===== config.mk =====
export PLATFORM = sky130hd
export DESIGN_NAME = lsu_mem_arbiter
export DESIGN_NICKNAME = d
export VERILOG_FILES = /design/src/rtl/lsu_mem_arbiter.sv
export SDC_FILE = /design/constraint.sdc
export NUM_CORES = 1
export LEC_CHECK = 0
export ABC_AREA = 1
export BUFFER_PORTS_ARGS = -buffer_cell sky130_fd_sc_hd__buf_2
export CORE_AREA = 5 5 203 205
export DETAILED_ROUTE_END_ITERATION = 8
export DIE_AREA = 0 0 208 210
export SETUP_SLACK_MARGIN = 0.05
export SLEW_MARGIN = 0
export SYNTH_ARGS = -nofsm -noshare
export SYNTH_HDL_FRONTEND = slang
export SYNTH_SLANG_ARGS = --single-unit

===== constraint.sdc =====
create_clock -name clk_i -period 2.9 [get_ports clk_i]
set_clock_uncertainty 0.15 [all_clocks]
set_input_delay 0.58 -clock clk_i [delete_from_list [all_inputs] [get_ports clk_i]]
set_output_delay 0.58 -clock clk_i [all_outputs]
set_load 0.005 [all_outputs]

===== src/rtl/lsu_mem_arbiter.sv =====
// lsu_mem_arbiter: merges the LSU load and store buffer channels onto one memory port.
// Round-robin grant with hold-until-accepted lock; in-order responses routed by a source FIFO.
module lsu_mem_arbiter #(
    parameter int XLEN            = 64,
    parameter int BUFF_IDX_LEN    = 3,
    parameter int EXCEPT_CODE_LEN = 6,
    parameter int MAX_OUTSTANDING = 4
) (
    input  logic                       clk_i,
    input  logic                       rst_n_i,

    input  logic                       ld_req_valid_i,
    output logic                       ld_req_ready_o,
    input  logic                       ld_req_we_i,
    input  logic [XLEN-1:0]            ld_req_addr_i,
    input  logic [7:0]                 ld_req_be_i,
    input  logic [BUFF_IDX_LEN-1:0]    ld_req_tag_i,

    input  logic                       st_req_valid_i,
    output logic                       st_req_ready_o,
    input  logic                       st_req_we_i,
    input  logic [XLEN-1:0]            st_req_addr_i,
    input  logic [7:0]                 st_req_be_i,
    input  logic [XLEN-1:0]            st_req_wdata_i,
    input  logic [BUFF_IDX_LEN-1:0]    st_req_tag_i,

    output logic                       ld_rsp_valid_o,
    input  logic                       ld_rsp_ready_i,
    output logic [XLEN-1:0]            ld_rsp_rdata_o,
    output logic [BUFF_IDX_LEN-1:0]    ld_rsp_tag_o,
    output logic                       ld_rsp_except_raised_o,
    output logic [EXCEPT_CODE_LEN-1:0] ld_rsp_except_code_o,

    output logic                       st_rsp_valid_o,
    input  logic                       st_rsp_ready_i,
    output logic [BUFF_IDX_LEN-1:0]    st_rsp_tag_o,
    output logic                       st_rsp_except_raised_o,
    output logic [EXCEPT_CODE_LEN-1:0] st_rsp_except_code_o,

    output logic                       mem_valid_o,
    input  logic                       mem_ready_i,
    output logic                       mem_we_o,
    output logic [XLEN-1:0]            mem_addr_o,
    output logic [7:0]                 mem_be_o,
    output logic [XLEN-1:0]            mem_wdata_o,
    output logic [BUFF_IDX_LEN-1:0]    mem_tag_o,

    input  logic                       mem_valid_i,
    output logic                       mem_ready_o,
    input  logic [XLEN-1:0]            mem_rdata_i,
    input  logic [BUFF_IDX_LEN-1:0]    mem_tag_i,
    input  logic                       mem_except_raised_i,
    input  logic [EXCEPT_CODE_LEN-1:0] mem_except_code_i
);

    typedef enum logic {
        SRC_LD = 1'b0,
        SRC_ST = 1'b1
    } src_e;

    localparam int CNT_W = $clog2(MAX_OUTSTANDING + 1);
    localparam int PTR_W = (MAX_OUTSTANDING > 1) ? $clog2(MAX_OUTSTANDING) : 1;
    localparam logic [CNT_W-1:0] CNT_MAX  = CNT_W'(MAX_OUTSTANDING);
    localparam logic [PTR_W-1:0] PTR_LAST = PTR_W'(MAX_OUTSTANDING - 1);

    src_e                       last_grant_q;
    src_e                       last_grant_d;
    logic                       lock_q;
    logic                       lock_d;
    src_e                       lock_src_q;
    src_e                       lock_src_d;

    logic [MAX_OUTSTANDING-1:0] fifo_q;
    logic [PTR_W-1:0]           rd_ptr_q;
    logic [PTR_W-1:0]           wr_ptr_q;
    logic [CNT_W-1:0]           count_q;
    logic [CNT_W-1:0]           count_d;

    src_e                       gnt_src;
    logic                       gnt_valid;
    logic                       has_room;
    logic                       req_hs;
    logic                       has_out;
    logic                       head_st;
    logic                       rsp_hs;

    function automatic logic [PTR_W-1:0] ptr_inc(input logic [PTR_W-1:0] p);
        return (p == PTR_LAST) ? '0 : p + PTR_W'(1);
    endfunction

    // A locked source keeps the grant until its request is accepted.
    always_comb begin
        gnt_src = SRC_LD;
        if (lock_q) begin
            gnt_src = lock_src_q;
        end else if (ld_req_valid_i && st_req_valid_i) begin
            gnt_src = (last_grant_q == SRC_LD) ? SRC_ST : SRC_LD;
        end else if (st_req_valid_i) begin
            gnt_src = SRC_ST;
        end
        gnt_valid = (gnt_src == SRC_ST) ? st_req_valid_i : ld_req_valid_i;
    end

    assign has_room    = (count_q < CNT_MAX);
    assign mem_valid_o = gnt_valid & has_room;
    assign req_hs      = mem_valid_o & mem_ready_i;

    assign ld_req_ready_o = gnt_valid & (gnt_src == SRC_LD)
                          & mem_ready_i & has_room;
    assign st_req_ready_o = gnt_valid & (gnt_src == SRC_ST)
                          & mem_ready_i & has_room;

    always_comb begin
        mem_we_o    = ld_req_we_i;
        mem_addr_o  = ld_req_addr_i;
        mem_be_o    = ld_req_be_i;
        mem_wdata_o = '0;
        mem_tag_o   = ld_req_tag_i;
        if (gnt_src == SRC_ST) begin
            mem_we_o    = st_req_we_i;
            mem_addr_o  = st_req_addr_i;
            mem_be_o    = st_req_be_i;
            mem_wdata_o = st_req_wdata_i;
            mem_tag_o   = st_req_tag_i;
        end
    end

    always_comb begin
        last_grant_d = last_grant_q;
        lock_d       = lock_q;
        lock_src_d   = lock_src_q;
        if (req_hs) begin
            last_grant_d = gnt_src;
            lock_d       = 1'b0;
        end else if (mem_valid_o) begin
            lock_d     = 1'b1;
            lock_src_d = gnt_src;
        end
    end

    // With nothing outstanding, memory beats are accepted and discarded.
    assign has_out = (count_q != '0);
    assign head_st = fifo_q[rd_ptr_q];

    assign ld_rsp_valid_o = mem_valid_i & has_out & ~head_st;
    assign st_rsp_valid_o = mem_valid_i & has_out & head_st;
    assign mem_ready_o    = ~has_out
                          | (head_st ? st_rsp_ready_i : ld_rsp_ready_i);
    assign rsp_hs         = mem_valid_i & has_out & mem_ready_o;

    assign ld_rsp_rdata_o         = mem_rdata_i;
    assign ld_rsp_tag_o           = mem_tag_i;
    assign ld_rsp_except_raised_o = mem_except_raised_i;
    assign ld_rsp_except_code_o   = mem_except_code_i;
    assign st_rsp_tag_o           = mem_tag_i;
    assign st_rsp_except_raised_o = mem_except_raised_i;
    assign st_rsp_except_code_o   = mem_except_code_i;

    always_comb begin
        count_d = count_q;
        if (req_hs && !rsp_hs) begin
            count_d = count_q + CNT_W'(1);
        end else if (rsp_hs && !req_hs) begin
            count_d = count_q - CNT_W'(1);
        end
    end

    always_ff @(posedge clk_i or negedge rst_n_i) begin
        if (!rst_n_i) begin
            last_grant_q <= SRC_ST;
            lock_q       <= 1'b0;
            lock_src_q   <= SRC_LD;
        end else begin
            last_grant_q <= last_grant_d;
            lock_q       <= lock_d;
            lock_src_q   <= lock_src_d;
        end
    end

    always_ff @(posedge clk_i or negedge rst_n_i) begin
        if (!rst_n_i) begin
            fifo_q   <= '0;
            rd_ptr_q <= '0;
            wr_ptr_q <= '0;
            count_q  <= '0;
        end else begin
            count_q <= count_d;
            if (req_hs) begin
                fifo_q[wr_ptr_q] <= gnt_src;
                wr_ptr_q         <= ptr_inc(wr_ptr_q);
            end
            if (rsp_hs) begin
                rd_ptr_q <= ptr_inc(rd_ptr_q);
            end
        end
    end

endmodule


==> summary.md, run 1 <==
| Metric | Value |
|---|---|
| Synthesized area | slightly below 3000 um^2 |
| NumNets Final | 1143 |
| DR DRC count | 0 |
| Delay-heaviest family, CP | flip-flops |
| Via count | approximately 4000 |
| Worst Setup Path Type | flop to primary output |
| Outcome | finished, final reports clean |
| RSZ-0062 raised after global routing | no |
| Ratio of cells with drive above 1 in the final layout | 0.464 |
| Ant diodes | 0 |
| Largest net degree at the start of global routing | 63 |
| HPWL after detailed placement | 12.0 mm |
| Startpoint types | flop |
| Most common cell after layout, fill and taps aside | buf_2 |
| Syn avg cell area | about 5.2 um^2 |
| Most frequent cells in the layout | 369 x buf_2, 252 x nand2_1, 81 x inv_1, 69 x nor2_1, 13 x dfrtp_1 |
| Setup violators final | 0 |
| Vias per cell | 2.96 |
| Post-route ant nets | 0 |
| Syn Inst Count | about 570 |
| DIE AREA | ~44000 um^2 |
| Final period utilization | 0.850 |
| Clk_lat worst skew | about 250 ps |
| Core area | around 40000 um^2 |
| Sequential area share after synthesis | 0.119 |
| Crit path max fanout | 62 |
| CP Capture Type | primary output |
| # Post-CTS Setup Buffers | 0 |
| YS warnings | 0 |
| Hold Path Class | input port to async pin |
| Total global routing overflow | 0 |
| Max frequency | 0.406 GHz |
| Design Power | around 3.2 mW |
| Vias in the first global route | roughly 3800 |
| Die height | roughly 210 um |
| Most frequent CP cell | nand2_1 |
| P&R area growth vs syn | 64.7% |
| Final hold violations | 0 |
| VDD IR max | roughly 0.00027 V |
| Resized Gates After CTS | 0 |
| Clock transition at the registers of the reported paths | roughly 50 ps |
| Critical Path RT | around 2200 ps |
| Pleak | about 3.2 nW |
| CTS Buf Count | 3 |
| CP Buf/Inv Count | 3 |
| Slowest Stage Delay on Critical Path | approximately 530 ps |
| Actual slew at the worst max-slew pin | about 430 ps |
| GP Congestion | between 0.8 and 0.9 |
| # rows | between 70 and 80 |
| Slowest library cell on the worst path | dfstp_2 |
| Minimum hold slack | between 70 and 80 ps |
| Starting Density | 0.0750 |
| Synth cell types | 25 |
| Syn nets | about 870 |
| Seq cells post-synth | 14 |
| Min Tclk post-route | roughly 2500 ps |
| Routed length per placed instance | approximately 10 um |
| Setup TNS | 0 ps |
| Max cap viols | 0 |
| Die X | around 210 um |
| Clock buffer depth | 2 |
| Drt initial violations | between 200 and 250 |
| I/O Buffers | 369 |
| # IOs | approximately 530 |
| CP cell instances | nand2_1 > nand3_2 > nand2_4 > inv_4 > buf_12 > nand2_1 > nand2_1 > buf_2 |
| Final Max Slew Viols | 0 |
| CTS tree | built |
| Clock sink count | 14 |
| Power Density | around 650 nW/um^2 |
| Drt first pass iters | 4 |
| Total track usage | 0.0540 |
| Post-CTS Hold Buffers | 0 |
| H-tree Lvls | 1 |
| Root Driver | clkbuf_16 |
| Routed wire length | 13.8 mm |
| Initial antenna violation count | 0 |
| Slew headroom | 0.714 |
| CP arrival | approximately 1700 ps |
| First-pass GRT wire length | 19.6 mm |
## per-layer routing
layer,routed length (um),GRT usage,vias to the layer above
met3,1880,0.0220,28
met2,6250,0.0886,272
met1,5280,0.0653,1648
li1,-,-,2084
met4,360,0.0163,0
met5,0,0,-
## flip-flops by register name, summed over array words and instances, names as in the netlist
register,flops
lock_q,1
last_grant_q,1
lock_src_q,1
count_q,3
rd_ptr_q,2
fifo_q,4
wr_ptr_q,2
## stage by stage
stage	setup WS [ps]	utilization	cells	area (um^2)
CTS	405	0.124	1362	4850
global route	279	0.124	1362	4850
finish	435	0.124	1362	4850
global placement	324	0.122	1358	4770
floorplan	575	-	566	2950
detailed placement	307	0.122	1358	4770
## cell families (layout without fill, tap and decap cells)
logic type | after synthesis | after routing | share of synthesized area
adders and majority gates | 7 | 7 | 0.0323
AOI/OAI and AO/OA | 13 | 13 | 0.0255
buffers and inverters | 191 | 462 | 0.363
DFF | 14 | 14 | 0.119
and+or+nand+nor | 338 | 338 | 0.450
muxes | 1 | 1 | 0.00382
xor gates and xnor gates | 2 | 2 | 0.00595
## final cells by class
cell class                 instances  area (um^2)
fill                            4638        34400
timing repair buffer             374         1920
multi-input combinational        361         1530
tap                              525          657
sequential                        14          352
inverter                          84          318
clock buffer                       4         78.8
## worst paths after layout
kind	from	end	slack [ps]	cells after the start
setup reg to reg	rd_ptr_q[0]	count_q[2]	560	13
setup / recovery	last_grant_q	mem_addr_o[55]	430	8
hold reg to reg	last_grant_q	last_grant_q	350	2
min in group clk_i	last_grant_q	last_grant_q	350	2
hold / removal	rst_n_i	rd_ptr_q[1]	80	1
max in group asynchronous	rst_n_i	last_grant_q	2230	1
## report_power, final
part | internal [mW] | leakage (nW) | switching [mW]
clock network | 0.186 | 0.0382 | 0.0822
registers | 0.299 | 0.169 | 0.0764
logic | 1.06 | 3.00 | 1.47
## synth_stat cells, drive strengths merged
library cell / n / share of area
nand2: 253 / 0.32
buf: 100 / 0.25
inv: 84 / 0.11
nor2: 70 / 0.092
dfrtp: 13 / 0.11
nand3: 13 / 0.027
clkbuf: 7 / 0.0089
o21ai: 7 / 0.012
ha: 6 / 0.025
o21bai: 4 / 0.010
a21oi: 2 / 0.0034
dfstp: 1 / 0.0089
fa: 1 / 0.0068
mux2: 1 / 0.0038
nand4: 1 / 0.0042
or2: 1 / 0.0021
xnor2: 1 / 0.0030
xor2: 1 / 0.0030
## worst register-to-register path, cell delays in order, from the launching register on
cell and delay (ps):
dfrtp_1 420, inv_1 90, nand2_1 50, nand3_1 110, nand2_1 80, nand2_1 70
nand3_2 90, nand2_1 140, ha_1 160, inv_1 60, fa_1 380, a21oi_1 140
o21ai_0 110, xor2_1 150
Power figures use the tool's default switching activity.
==> run 2, diff against run 1 <==
==> constraint.sdc (replaced) <==
create_clock -name clk_i -period 2.9 [get_ports clk_i]
set_clock_uncertainty 0.15 [all_clocks]
set_input_delay 0.29 -clock clk_i [delete_from_list [all_inputs] [get_ports clk_i]]
set_output_delay 0.29 -clock clk_i [all_outputs]
set_load 0.02 [all_outputs]
==> summary.md, run 2 (synthesis gave the netlist of run 1 again) <==
| Metric | Value |
|---|---|
| Via count | 4027 (was 4032) |
| Clock sink count | 14 (unchanged) |
| Largest regs | fifo_q: 4 flops, count_q: 3 flops (unchanged) |
| Placed inst area | 4750 um^2 (was 4770 um^2) |
| Power Density | 822 nW/um^2 (was 654 nW/um^2) |
| Vias per cell | 2.96 (about the same) |
| RR Startpoint | lock_q (was rd_ptr_q[0]) |
| # rows | 73 (unchanged) |
| Die height | 210 um (unchanged) |
| Final period utilization | 0.802 (was 0.850) |
| Slew headroom | 0.695 (was 0.714) |
| Design Power | 3.99 mW (was 3.17 mW) |
| CTS Buf Count | 3 (unchanged) |
| Starting Density | 0.0750 (unchanged) |
| Startpoint types | flop (unchanged) |
| Non-filler instance count after layout | 1362 (unchanged) |
| Critical Path RT | 2460 ps (was 2170 ps) |
| Final Max Slew Viols | 0 (unchanged) |
| Reg2Reg Setup Slack | 610 ps (was 560 ps) |
| Setup violators final | 0 (unchanged) |
| Worst hold start | mem_ready_i |
| Actual slew at the worst max-slew pin | 457 ps (was 429 ps) |
| H-tree Lvls | 1 (unchanged) |
| NumNets Final | 1143 (unchanged) |
| CP arrival | 1890 ps (was 1740 ps) |
| # Post-CTS Setup Buffers | 0 (unchanged) |
| Worst hold endpoint | lock_src_q |
| Hold Path Class | input port to flop (was input port to async pin) |
| Max cap viols | 0 (unchanged) |
| Drt first pass iters | 6 (was 4) |
| WHS Path Cells | 3 |
| DIE AREA | 43700 um^2 (unchanged) |
| DR DRC count | 0 (unchanged) |
| # IOs | 528 (unchanged) |
| GP Congestion | 0.804 (was 0.802) |
| RSZ-0062 raised after global routing | no (unchanged) |
| I/O Buffers | 369 (unchanged) |
| Post-route ant nets | 0 (unchanged) |
| Total track usage | 0.0542 (was 0.0540) |
| Vias in the first global route | 3657 (was 3809) |
| Placed Cells | 1357 (was 1358) |
| Clk_lat worst skew | 240 ps (was 250 ps) |
| Routed wire length | 14.0 mm (was 13.8 mm) |
| First-pass GRT wire length | 19.5 mm (was 19.6 mm) |
| CTS tree | built (unchanged) |
| Dpl ws | 610 ps (was 307 ps) |
| Minimum hold slack | 196 ps (was 77.1 ps) |
| Most common cell after layout, fill and taps aside | buf_2 (unchanged) |
| P&R area growth vs syn | 64.7% (unchanged) |
| Clock transition at the registers of the reported paths | 50 ps (about the same) |
| Total global routing overflow | 0 (unchanged) |
| Routed length per placed instance | 10.3 um (was 10.1 um) |
| Setup TNS | 0 ps (unchanged) |
| Max frequency | 0.430 GHz (was 0.406 GHz) |
| Root Driver | clkbuf_16 (unchanged) |
| Drt initial violations | 123 (was 215) |
| Pleak | 3.21 nW (about the same) |
| Ant diodes | 0 (unchanged) |
| HPWL after detailed placement | 12.0 mm (about the same) |
| R2R Path End | count_q[2] (unchanged) |
| Core area | 39300 um^2 (unchanged) |
| CP Capture Type | primary output (unchanged) |
| Ratio of cells with drive above 1 in the final layout | 0.464 (unchanged) |
| Final WS setup | 573 ps (was 435 ps) |
| Resized Gates After CTS | 0 (unchanged) |
| Largest net degree at the start of global routing | 82 (was 63) |
| Worst R2R Path Depth | 10 (was 13) |
| Worst Setup Path Type | flop to primary output (unchanged) |
| Final Util | 0.124 (unchanged) |
| Crit path max fanout | 45 (was 62) |
| Initial antenna violation count | 0 (unchanged) |
| Final hold violations | 0 (unchanged) |
| Design Area, Final | 4850 um^2 (unchanged) |
| Die X | 208 um (unchanged) |
| VDD IR max | 0.000314 V (was 0.000269 V) |
| Max FFs per register | 4 (unchanged) |
| Outcome | finished, final reports clean (unchanged) |
| Most frequent cells in the layout | 369 x buf_2, 252 x nand2_1, 81 x inv_1, 69 x nor2_1, 13 x dfrtp_1 (unchanged) |
| Clock buffer depth | 2 (unchanged) |
| Min Tclk post-route | 2330 ps (was 2470 ps) |
| Register name with the most flops | fifo_q (unchanged) |
[run 2: changes by cell type in the layout (fill, tap and decap cells not counted), sizes merged]
cell and delta:
dlygate4sd3 +1, buf -1
[run 2: cell type report]
| cell class | count | area, um^2 |
|---|---|---|
| clock buffers | 4 | 88.8 |
| well taps | 525 | 657 |
| fillers | 4645 | 34400 |
| repair buffers | 374 | 1910 |
| flip-flops and latches | 14 | 352 |
| inverters | 84 | 318 |
| multi-input cells | 361 | 1530 |
[run 2: routing by layer]
layer  wire length, um  share of wire  track usage
met1              5610           0.40       0.0659
met2              6440           0.46       0.0890
met3              1640           0.12       0.0213
met4               357          0.025       0.0161
met5                 0              0            0
[run 2: worst max-delay path by stage]
stage | endpoint | start | slack, ps
floorplan | count_q[2] | rd_ptr_q[0] | 660
detailed placement | count_q[2] | lock_q | 610
CTS | mem_addr_o[20] | last_grant_q | 540
global placement | count_q[2] | ld_req_valid_i | 590
global route | count_q[2] | rd_ptr_q[0] | 360
finish | mem_addr_o[20] | last_grant_q | 570
[run 2: critical path: stages (launching register included)]
cell and delay, ps:
dfstp_2 530, nand2_1 60, nand3_2 80, nand2_4 90, inv_4 80, buf_4 400, nand2_1 90, nand2_1 110
buf_2 180
[run 2: power by group]
group	switching, mW	leakage, nW	internal (mW)	total, mW
Clock	0.0815	0.0442	0.209	0.291
Combinational	2.27	2.99	1.05	3.33
Sequential	0.0735	0.169	0.298	0.372
[run 2: what timing repair did]
item	CTS	global route
hold buffers	1	0
setup endpoints to repair	0	0
endpoints found under the hold margin	13	0
==> run 3, diff against run 2 <==
==> constraint.sdc (replaced) <==
create_clock -name clk_i -period 2.15 [get_ports clk_i]
set_clock_uncertainty 0.15 [all_clocks]
set_input_delay 0.215 -clock clk_i [delete_from_list [all_inputs] [get_ports clk_i]]
set_output_delay 0.215 -clock clk_i [all_outputs]
set_load 0.02 [all_outputs]
==> summary.md, run 3 (synthesis gave the netlist of run 1 again) <==
| Metric | Value |
|---|---|
| Die height | 210 um (unchanged) |
| Final Max Slew Viols | 0 (unchanged) |
| Delay-heaviest family, CP | flip-flops (was buffers and inverters) |
| RSZ-0062 raised after global routing | yes (was no) |
| Final period utilization | 0.975 |
| Core area | 39300 um^2 (unchanged) |
| HPWL after detailed placement | 11.6 mm (was 12.0 mm) |
| Critical Path RT | 1780 ps (was 2460 ps) |
| Max FFs per register | 4 (unchanged) |
| VDD IR max | 0.000376 V (was 0.000314 V) |
| Starting Density | 0.0750 (unchanged) |
| Die X | 208 um (unchanged) |
| Via count | 4265 (was 4027) |
| CP Capture Type | primary output (unchanged) |
| Largest regs | fifo_q: 4 flops, count_q: 3 flops (unchanged) |
| Final hold violations | 0 (unchanged) |
| Clock sink count | 14 (unchanged) |
| Vias in the first global route | 3805 (was 3657) |
| Slowest library cell on the worst path | dfstp_2 (unchanged) |
| Total global routing overflow | 0 (unchanged) |
| Most frequent cells in the layout | 289 x buf_2, 206 x nand2_1, 79 x inv_1, 58 x buf_4, 41 x nor2_1 (was 369 x buf_2, 252 x nand2_1, 81 x inv_1, 69 x nor2_1, 13 x dfrtp_1) |
| Clock buffer depth | 2 (unchanged) |
| Placed Cells | 1370 (was 1357) |
| Clock transition at the registers of the reported paths | 50 ps (about the same) |
| CP cell instances | nand2_2 > nand3_4 > nand2_8 > clkinv_16 > buf_6 > nand2_1 > nand2_1 > buf_2 (was nand2_1 > nand3_2 > nand2_4 > inv_4 > buf_4 > nand2_1 > nand2_1 > buf_2) |
| Final WS setup | 52.9 ps (was 573 ps) |
| Most common cell after layout, fill and taps aside | buf_2 (unchanged) |
| P&R area growth vs syn | 106% (was 64.7%) |
| Register name with the most flops | fifo_q (unchanged) |
| Hold Path Class | input port to flop (unchanged) |
| CTS Buf Count | 3 (unchanged) |
| Outcome | finished, final reports clean (unchanged) |
| H-tree Lvls | 1 (unchanged) |
| Int Pwr | 3.41 mW (was 1.56 mW) |
| DIE AREA | 43700 um^2 (unchanged) |
| Final Util | 0.154 (was 0.124) |
| Vias per cell | 3.07 (was 2.96) |
| # rows | 73 (unchanged) |
| Routed wire length | 17.3 mm (was 14.0 mm) |
| Max frequency | 0.477 GHz |
| Clock power frac | 0.051 (was 0.073) |
| Routed length per placed instance | 12.5 um (was 10.3 um) |
| Ratio of cells with drive above 1 in the final layout | 0.579 (was 0.464) |
| Reg2Reg Setup Slack | 70 ps (was 610 ps) |
| Setup violators final | 0 (unchanged) |
| Fillers | 4535 (was 4645) |
| Power Density | 1250 nW/um^2 (was 822 nW/um^2) |
| CP Buf/Inv Count | 3 (unchanged) |
| Slew headroom | 0.782 (was 0.695) |
| Non-filler instance count after layout | 1391 (was 1362) |
| Drt initial violations | 234 (was 123) |
| Slowest Stage Delay on Critical Path | 530 ps (about the same) |
| Reg power frac | 0.065 (was 0.093) |
| NumNets Final | 1172 (was 1143) |
| Dpl ws | 47.8 ps (was 610 ps) |
| Startpoint types | flop (unchanged) |
| Crit path max fanout | 13 (was 45) |
| Min Tclk post-route | approximately 2100 ps |
| Comb pwr share | 0.885 (was 0.834) |
| DR DRC count | 0 (unchanged) |
| CP arrival | 1730 ps (was 1890 ps) |
| GP Congestion | 0.779 (was 0.804) |
| CTS tree | built (unchanged) |
| Pleak | 3.58 nW (was 3.21 nW) |
| Most frequent CP cell | nand2_1 (unchanged) |
| Largest net degree at the start of global routing | 82 (unchanged) |
| Initial antenna violation count | 0 (unchanged) |
| Root Driver | clkbuf_16 (unchanged) |
| Post-route ant nets | 0 (unchanged) |
| Psw | 4.17 mW (was 2.43 mW) |
| Net Sw Frac | 0.550 (was 0.609) |
| Total track usage | 0.0538 (was 0.0542) |
| Actual slew at the worst max-slew pin | 326 ps (was 457 ps) |
| Drt first pass iters | 5 (was 6) |
| I/O Buffers | 369 (unchanged) |
| First-pass GRT wire length | 19.7 mm (was 19.5 mm) |
| # IOs | 528 (unchanged) |
| Max cap viols | 0 (unchanged) |
| Ant diodes | 0 (unchanged) |
| Clk_lat worst skew | 240 ps (about the same) |
| Worst Setup Path Type | flop to primary output (unchanged) |
run 3: cell count changes in the layout (fill, tap and decap cells not counted), moves of 3 or more:
cell	previous run	this run
nand2_1	252	206
nand2_4	1	6
nor2_2	0	7
nand3_1	10	6
nor2_4	1	22
buf_6	0	39
clkbuf_16	3	10
buf_2	369	289
nand3_4	0	4
nand2_2	0	40
nor2_1	69	41
buf_16	0	3
buf_12	2	5
buf_4	2	58
run 3: per-layer routing:
| metal | up-vias | global-route usage | wire (um) |
|---|---|---|---|
| li1 | 2147 | - | - |
| met1 | 1797 | 0.0668 | 6180 |
| met2 | 291 | 0.0905 | 8400 |
| met3 | 30 | 0.0192 | 2190 |
| met4 | 0 | 0.0111 | 544 |
| met5 | - | 0 | 0 |
run 3: area by class of cell:
| type | instances | area [um^2] | area share |
|---|---|---|---|
| timing repair buffer | 403 | 2700 | 0.445 |
| tap | 525 | 657 | 0.108 |
| inverter | 84 | 342 | 0.0564 |
| clock buffer | 4 | 88.8 | 0.0147 |
| multi-input combinational | 361 | 1930 | 0.318 |
| sequential | 14 | 352 | 0.0580 |
run 3: repair_timing:
item,CTS,global route
setup buffers,5,3
endpoints found under the setup margin,18,104
gates resized for setup,9,237
hold buffers,1,0
pin swaps,4,15
endpoints found under the hold margin,13,0
cloned,0,8
run 3: worst register-to-register path, delay by kind of cell (launching register included):
| kind | cells | cell delay (ps) |
|---|---|---|
| fa+ha+maj | 2 | 570 |
| flops | 1 | 530 |
| simple gates | 5 | 400 |
| buf+inv | 1 | 60 |
| mux | 1 | 260 |
run 3: power groups by stage:
stage	Sequential, mW	Combinational (mW)	Clock [mW]
2_1_floorplan	0.484	3.28	0
3_3_place_gp	0.482	4.84	0
3_5_place_dp	0.486	4.83	0
4_1_cts	0.483	5.02	0.390
5_1_grt	0.502	7.23	0.401
6_report	0.489	6.71	0.385
run 3: path summary, 6_finish.rpt:
check,startpoint,end,cells past startpoint
setup reg to reg,last_grant_q,count_q[1],9
max in group asynchronous,rst_n_i,last_grant_q,2
hold / removal,mem_ready_i,lock_src_q,3
hold reg to reg,last_grant_q,last_grant_q,2
min in group asynchronous,rst_n_i,rd_ptr_q[0],2
setup / recovery,last_grant_q,mem_addr_o[49],8
run 3: stage by stage:
| stage | hold slack [ps] | setup TNS, ps | cell area (um^2) | total power, mW |
|---|---|---|---|---|
| finish | 126 | 0 | 6060 | 7.58 |
| global placement | -22.6 | 0 | 4900 | 5.32 |
| CTS | 131 | 0 | 5080 | 5.89 |
| global route | 156 | -202 | 6060 | 8.13 |
| floorplan | -231 | 0 | 2980 | 3.77 |
| detailed placement | -21.4 | 0 | 4900 | 5.32 |
